## src/rtl/seq_pkg.sv

```systemverilog
// Shared encodings for the sequencer and the RegX/RegY/RegZ/ULA datapath blocks.
package seq_pkg;

  typedef enum logic [3:0] {
    StIdle   = 4'd0,
    StFetch  = 4'd1,
    StDecode = 4'd2,
    StExec   = 4'd3,
    StWrite  = 4'd4,
    StHalted = 4'd5
  } state_e;

  localparam logic [3:0] OpNop  = 4'h0;
  localparam logic [3:0] OpLdx  = 4'h1;
  localparam logic [3:0] OpAdd  = 4'h2;
  localparam logic [3:0] OpSub  = 4'h3;
  localparam logic [3:0] OpAnd  = 4'h4;
  localparam logic [3:0] OpOr   = 4'h5;
  localparam logic [3:0] OpOut  = 4'h6;
  localparam logic [3:0] OpJmp  = 4'h7;
  localparam logic [3:0] OpJz   = 4'h8;
  localparam logic [3:0] OpClr  = 4'h9;
  localparam logic [3:0] OpHalt = 4'hF;

  localparam logic [3:0] RegHold  = 4'd0;
  localparam logic [3:0] RegLoad  = 4'd1;
  localparam logic [3:0] RegClear = 4'd2;

  localparam logic [3:0] AluAdd = 4'd0;
  localparam logic [3:0] AluSub = 4'd1;
  localparam logic [3:0] AluAnd = 4'd2;
  localparam logic [3:0] AluOr  = 4'd3;

  function automatic logic is_alu_op(input logic [3:0] op);
    return (op >= OpAdd) && (op <= OpOr);
  endfunction

  // ALU opcodes are contiguous and in the same order as the ALU codes.
  function automatic logic [3:0] alu_code(input logic [3:0] op);
    return op - OpAdd;
  endfunction

  function automatic logic is_undef(input logic [3:0] op);
    return (op >= 4'hA) && (op <= 4'hE);
  endfunction

endpackage

```

## src/rtl/exec_sequencer.sv

```systemverilog
// Fetch/decode/execute sequencer: owns the pc, latches instructions from the program ROM
// and drives registered register/ALU control codes with a start/done handshake.
module exec_sequencer
  import seq_pkg::*;
#(
  parameter int unsigned PC_W = 4
) (
  input  logic            clock,
  input  logic            reset,
  input  logic            start,
  input  logic [7:0]      instr,
  input  logic            acc_zero,
  output logic [PC_W-1:0] pc,
  output logic [3:0]      imm,
  output logic [3:0]      tx,
  output logic [3:0]      ty,
  output logic [3:0]      tz,
  output logic [3:0]      tula,
  output logic [3:0]      current_state,
  output logic            busy,
  output logic            done,
  output logic            illegal
);

  state_e     state;
  logic [7:0] ir;

  assign current_state = state;

  always_ff @(posedge clock or posedge reset) begin
    if (reset) begin
      state   <= StIdle;
      pc      <= '0;
      ir      <= 8'h00;
      tx      <= RegHold;
      ty      <= RegHold;
      tz      <= RegHold;
      tula    <= AluAdd;
      imm     <= 4'h0;
      busy    <= 1'b0;
      done    <= 1'b0;
      illegal <= 1'b0;
    end else begin
      // Controls are one-cycle strobes; anything not re-asserted falls back to HOLD.
      tx   <= RegHold;
      ty   <= RegHold;
      tz   <= RegHold;
      tula <= AluAdd;
      imm  <= 4'h0;
      case (state)
        StIdle, StHalted: begin
          if (start) begin
            state   <= StFetch;
            pc      <= '0;
            busy    <= 1'b1;
            done    <= 1'b0;
            illegal <= 1'b0;
          end
        end
        StFetch: state <= StDecode;
        StDecode: begin
          ir    <= instr;
          state <= StExec;
          // EXEC controls are decoded here so they leave a flop in the EXEC cycle.
          case (instr[7:4])
            OpLdx: begin
              tx  <= RegLoad;
              imm <= instr[3:0];
            end
            OpOut:   tz <= RegLoad;
            OpClr:   ty <= RegClear;
            default: begin
              if (is_alu_op(instr[7:4])) tula <= alu_code(instr[7:4]);
            end
          endcase
        end
        StExec: begin
          state <= StFetch;
          pc    <= pc + PC_W'(1);
          if (is_alu_op(ir[7:4])) begin
            state <= StWrite;
            pc    <= pc;
            ty    <= RegLoad;
            tula  <= alu_code(ir[7:4]);
          end else begin
            case (ir[7:4])
              OpJmp: pc <= PC_W'(ir[3:0]);
              OpJz: begin
                if (acc_zero) pc <= PC_W'(ir[3:0]);
              end
              OpHalt: begin
                state <= StHalted;
                pc    <= pc;
                busy  <= 1'b0;
                done  <= 1'b1;
              end
              default: begin
                if (is_undef(ir[7:4])) illegal <= 1'b1;
              end
            endcase
          end
        end
        StWrite: begin
          state <= StFetch;
          pc    <= pc + PC_W'(1);
        end
        default: state <= StIdle;
      endcase
    end
  end

endmodule

```

## config.mk

```make
export PLATFORM = sky130hd
export DESIGN_NAME = exec_sequencer
export DESIGN_NICKNAME = d
export VERILOG_FILES = /design/src/rtl/seq_pkg.sv /design/src/rtl/exec_sequencer.sv
export SDC_FILE = /design/constraint.sdc
export NUM_CORES = 1
export LEC_CHECK = 0
export ABC_AREA = 1
export CAP_MARGIN = 20
export CORE_UTILIZATION = 25
export DETAILED_ROUTE_END_ITERATION = 16
export DONT_BUFFER_PORTS = 1
export SLEW_MARGIN = 40
export SYNTH_ARGS = -nofsm -noshare
export SYNTH_HDL_FRONTEND = slang
export SYNTH_SLANG_ARGS = --single-unit
```

## constraint.sdc

```tcl
create_clock -name clock -period 2.1 [get_ports clock]
set_input_delay 0.315 -clock clock [delete_from_list [all_inputs] [get_ports clock]]
set_output_delay 0.315 -clock clock [all_outputs]
set_load 0.005 [all_outputs]
```

==> flow_metrics.py <==
metrics = {
    "finish": {
        "final_cell_mix": "56 x nand2_1, 31 x inv_1, 30 x dfrtp_1, 18 x nand3_1, 15 x nor2_1",
        "multi_input_area_sq_um": 666,
        "ff_latch_area_sq_um": 751,
        "final_area_sq_um": 1790,
        "final_cells": 283,
        "syn_to_final_growth_pct": 12.0,
        "layout-drive-gt1-share_pct": 9.13,
        "antenna_cells": 0,
        "n_fill_cell": 671,
        "final_common_cell": "nand2_1",
        "final_nets": 224,
    },
    "sta": {
        "fin_ws_ps": 450,
        "hold_slack_ps": -6.66,
        "tns_ps": 0,
        "setup_viol": 0,
        "hold_violations": 14,
        "fin_crit_sh_pct": 78.6,
        "rsz0062_at_grt": "false",
        "max_freq_mhz": 606,
        "slew_violations": 0,
        "fin_skew_ps": 9.23,
        "fin_crit_ps": 1650,
    },
    "floorplanning": {
        "std_cell_rows": 28,
        "die_h_um": 82.0,
        "start_util_pct": 26.4,
        "die_area_sq_um": 6720,
        "die_w_um": 82.0,
        "core_sq_um": 6060,
        "io_pins": 43,
    },
    "global_routing": {
        "grt_usage_pct": 11.2,
        "grt_pass1_wl_mm": 5.58,
        "antenna_found_initial": 0,
        "overflow": 0,
        "grt_pass1_vias": 1247,
        "grt_max_degree": 31,
    },
    "clock_tree": {
        "cts-root-buf": "clkbuf_8",
        "holdBufCountCts": 0,
        "cts.sinks": 30,
        "cts_inserted_buffers": 5,
        "clkSlewWorstSetupHoldPaths_ps": 70,
        "cts_tree": "yes",
        "post_cts_resized": 0,
        "clock_latency_ps": 280,
        "max-clock-path-buffers": 2,
        "h-tree-depth": 2,
        "postCtsSetupBuffers": 0,
    },
    "power_and_ir_drop": {
        "pwr_density_cell_nw_per_um2": 1490,
        "vdd_ir_drop_max_mv": 0.403,
        "leakagePower_nw": 0.984,
    },
    "critical_path": {
        "cp_slowest_stage_delay_ps": 530,
        "startpoint_type": "register",
        "cp_common_cell": "nand2_1",
        "cp_cell_sequence": "inv_1, ha_1, nand2_1, nand2_1, nand2_1, nand2_1, a21oi_4, inv_2, nand2_1, nand2_1",
        "crit_type": "reg2reg",
        "path_buf_inv": 2,
        "cp_data_required_time_ps": 2270,
        "timing.critical_path.to_type": "register",
        "arrival_ps": 1820,
        "path_delay_family": "flip-flops",
        "crit_slowest_cell": "dfrtp_1",
        "path_max_fanout": 8,
    },
    "placement": {
        "dp_slack_ps": 479,
        "place.gp.congestion": 0.843,
        "placed_area_sq_um": 1650,
        "dp_hpwl_mm": 2.48,
        "placed_cells": 275,
        "numPortBuffers": 0,
    },
    "yosys": {
        "synthAdderAreaFrac_pct": 3.91,
        "muxShareOfSynthArea_pct": 0,
        "syn_area_sq_um": 1600,
        "synth_top_family_by_area": "simple AND/OR/NAND/NOR gates",
        "synth_seq_cells": 30,
        "synthCells": 202,
        "synth_seq_area_share_pct": 46.9,
        "synth_compound_area_share_pct": 7.74,
        "synth-simple-area-share_pct": 27.3,
        "synth-xor-area-share_pct": 0.547,
        "yosys.cell_types.count": 25,
        "avgSynthCellArea_sq_um": 7.92,
        "synth_warnings": 0,
    },
    "drt": {
        "vias_per_cell": 4.28,
        "vias": 1210,
        "initialDrtViolationCount": 62,
        "drcViolationCount": 0,
        "dr.pass1.iters": 4,
        "ant_nets": 0,
        "wire_per_inst_um": 11.4,
        "wl_mm": 3.24,
    },
    "job": {
        "drv_cap": 0,
    },
    "worst_hold_path": {
        "min_path_type": "in2async",
    },
    "outcome": {
        "status": "finished with violations",
        "violations": "negative hold slack",
    },
}
==> state kept, by name, indices dropped and copies added (netlist names) <==
signal	count
current_state	3
busy	1
tula	4
done	1
illegal	1
ir	8
tz	1
imm	4
tx	1
pc	4
ty	2
==> cell type report <==
type | count | share of cell area (%)
Clock inverter | 2 | 3.35
Tap cell | 75 | 5.24
Sequential cell | 30 | 41.9
Inverter | 33 | 6.91
Multi-Input combinational cell | 135 | 37.2
Timing Repair Buffer | 2 | 0.838
Clock buffer | 6 | 4.61
==> cells by family (layout without fill, tap and decap cells) <==
kind of cell               count (synthesis)  after routing
AOI/OAI and AO/OA                         20             20
xor gates and xnor gates                   1              1
adders and majority gates                  5              5
buffers and inverters                     45             43
DFF                                       30             30
other                                      1              9
and+or+nand+nor                          100            100
==> report_power, final <==
| part | switching, W | internal [W] |
|---|---|---|
| logic | 0.000610 | 0.000334 |
| registers | 0.000226 | 0.000768 |
| clock network | 0.000223 | 0.000506 |
| total | 0.00106 | 0.00161 |
==> stage by stage <==
step / power, W / util, %
3_5_place_dp: 0.00197 / 27.2
6_report: 0.00267 / 29.6
5_1_grt: 0.00292 / 29.6
3_3_place_gp: 0.00195 / 27.2
2_1_floorplan: 0.00177 / -
4_1_cts: 0.00271 / 29.6
==> layer usage <==
metal	share of wire (%)	global-route usage, %
met3	7.4	5.11
met1	44	11.9
met4	1.0	4.74
met5	0	0
met2	47	18.9
==> Yosys cell counts <==
cell       n  area share (%)
o22ai_1    1            0.39
nor3_1     1            0.31
a21oi_4    1             1.0
nor2_4     1            0.70
clkbuf_1   1            0.23
o21ai_0   12             3.8
inv_2      2            0.47
nand4_1    4             1.6
inv_1     31             7.3
nor2_1    15             3.5
nand3_2    2             1.3
nand2_2    1            0.39
ha_1       5             3.9
xnor2_1    1            0.55
buf_6      1            0.70
dfrtp_1   30              47
nor4_1     1            0.39
o32ai_1    2             1.1
nand2_1   56              13
a21oi_1    3            0.94
buf_4     10             4.7
nand3_1   18             5.6
conb_1     1            0.23
or2_2      1            0.39
a21oi_2    1            0.55
==> final timing paths <==
kind / from / end / slack, ps / depth (start not counted)
min in group clock: instr[6] / ty[1] / 90 / 1
worst max-delay path: ir[6] / pc[0] / 450 / 10
worst min register to register: ir[1] / ir[1] / 490 / 2
worst max register to register: ir[6] / pc[0] / 450 / 10
max in group asynchronous: reset / done / 1810 / 2
worst min-delay path: reset / ir[1] / -7 / 2
Power figures use the tool's default switching activity.
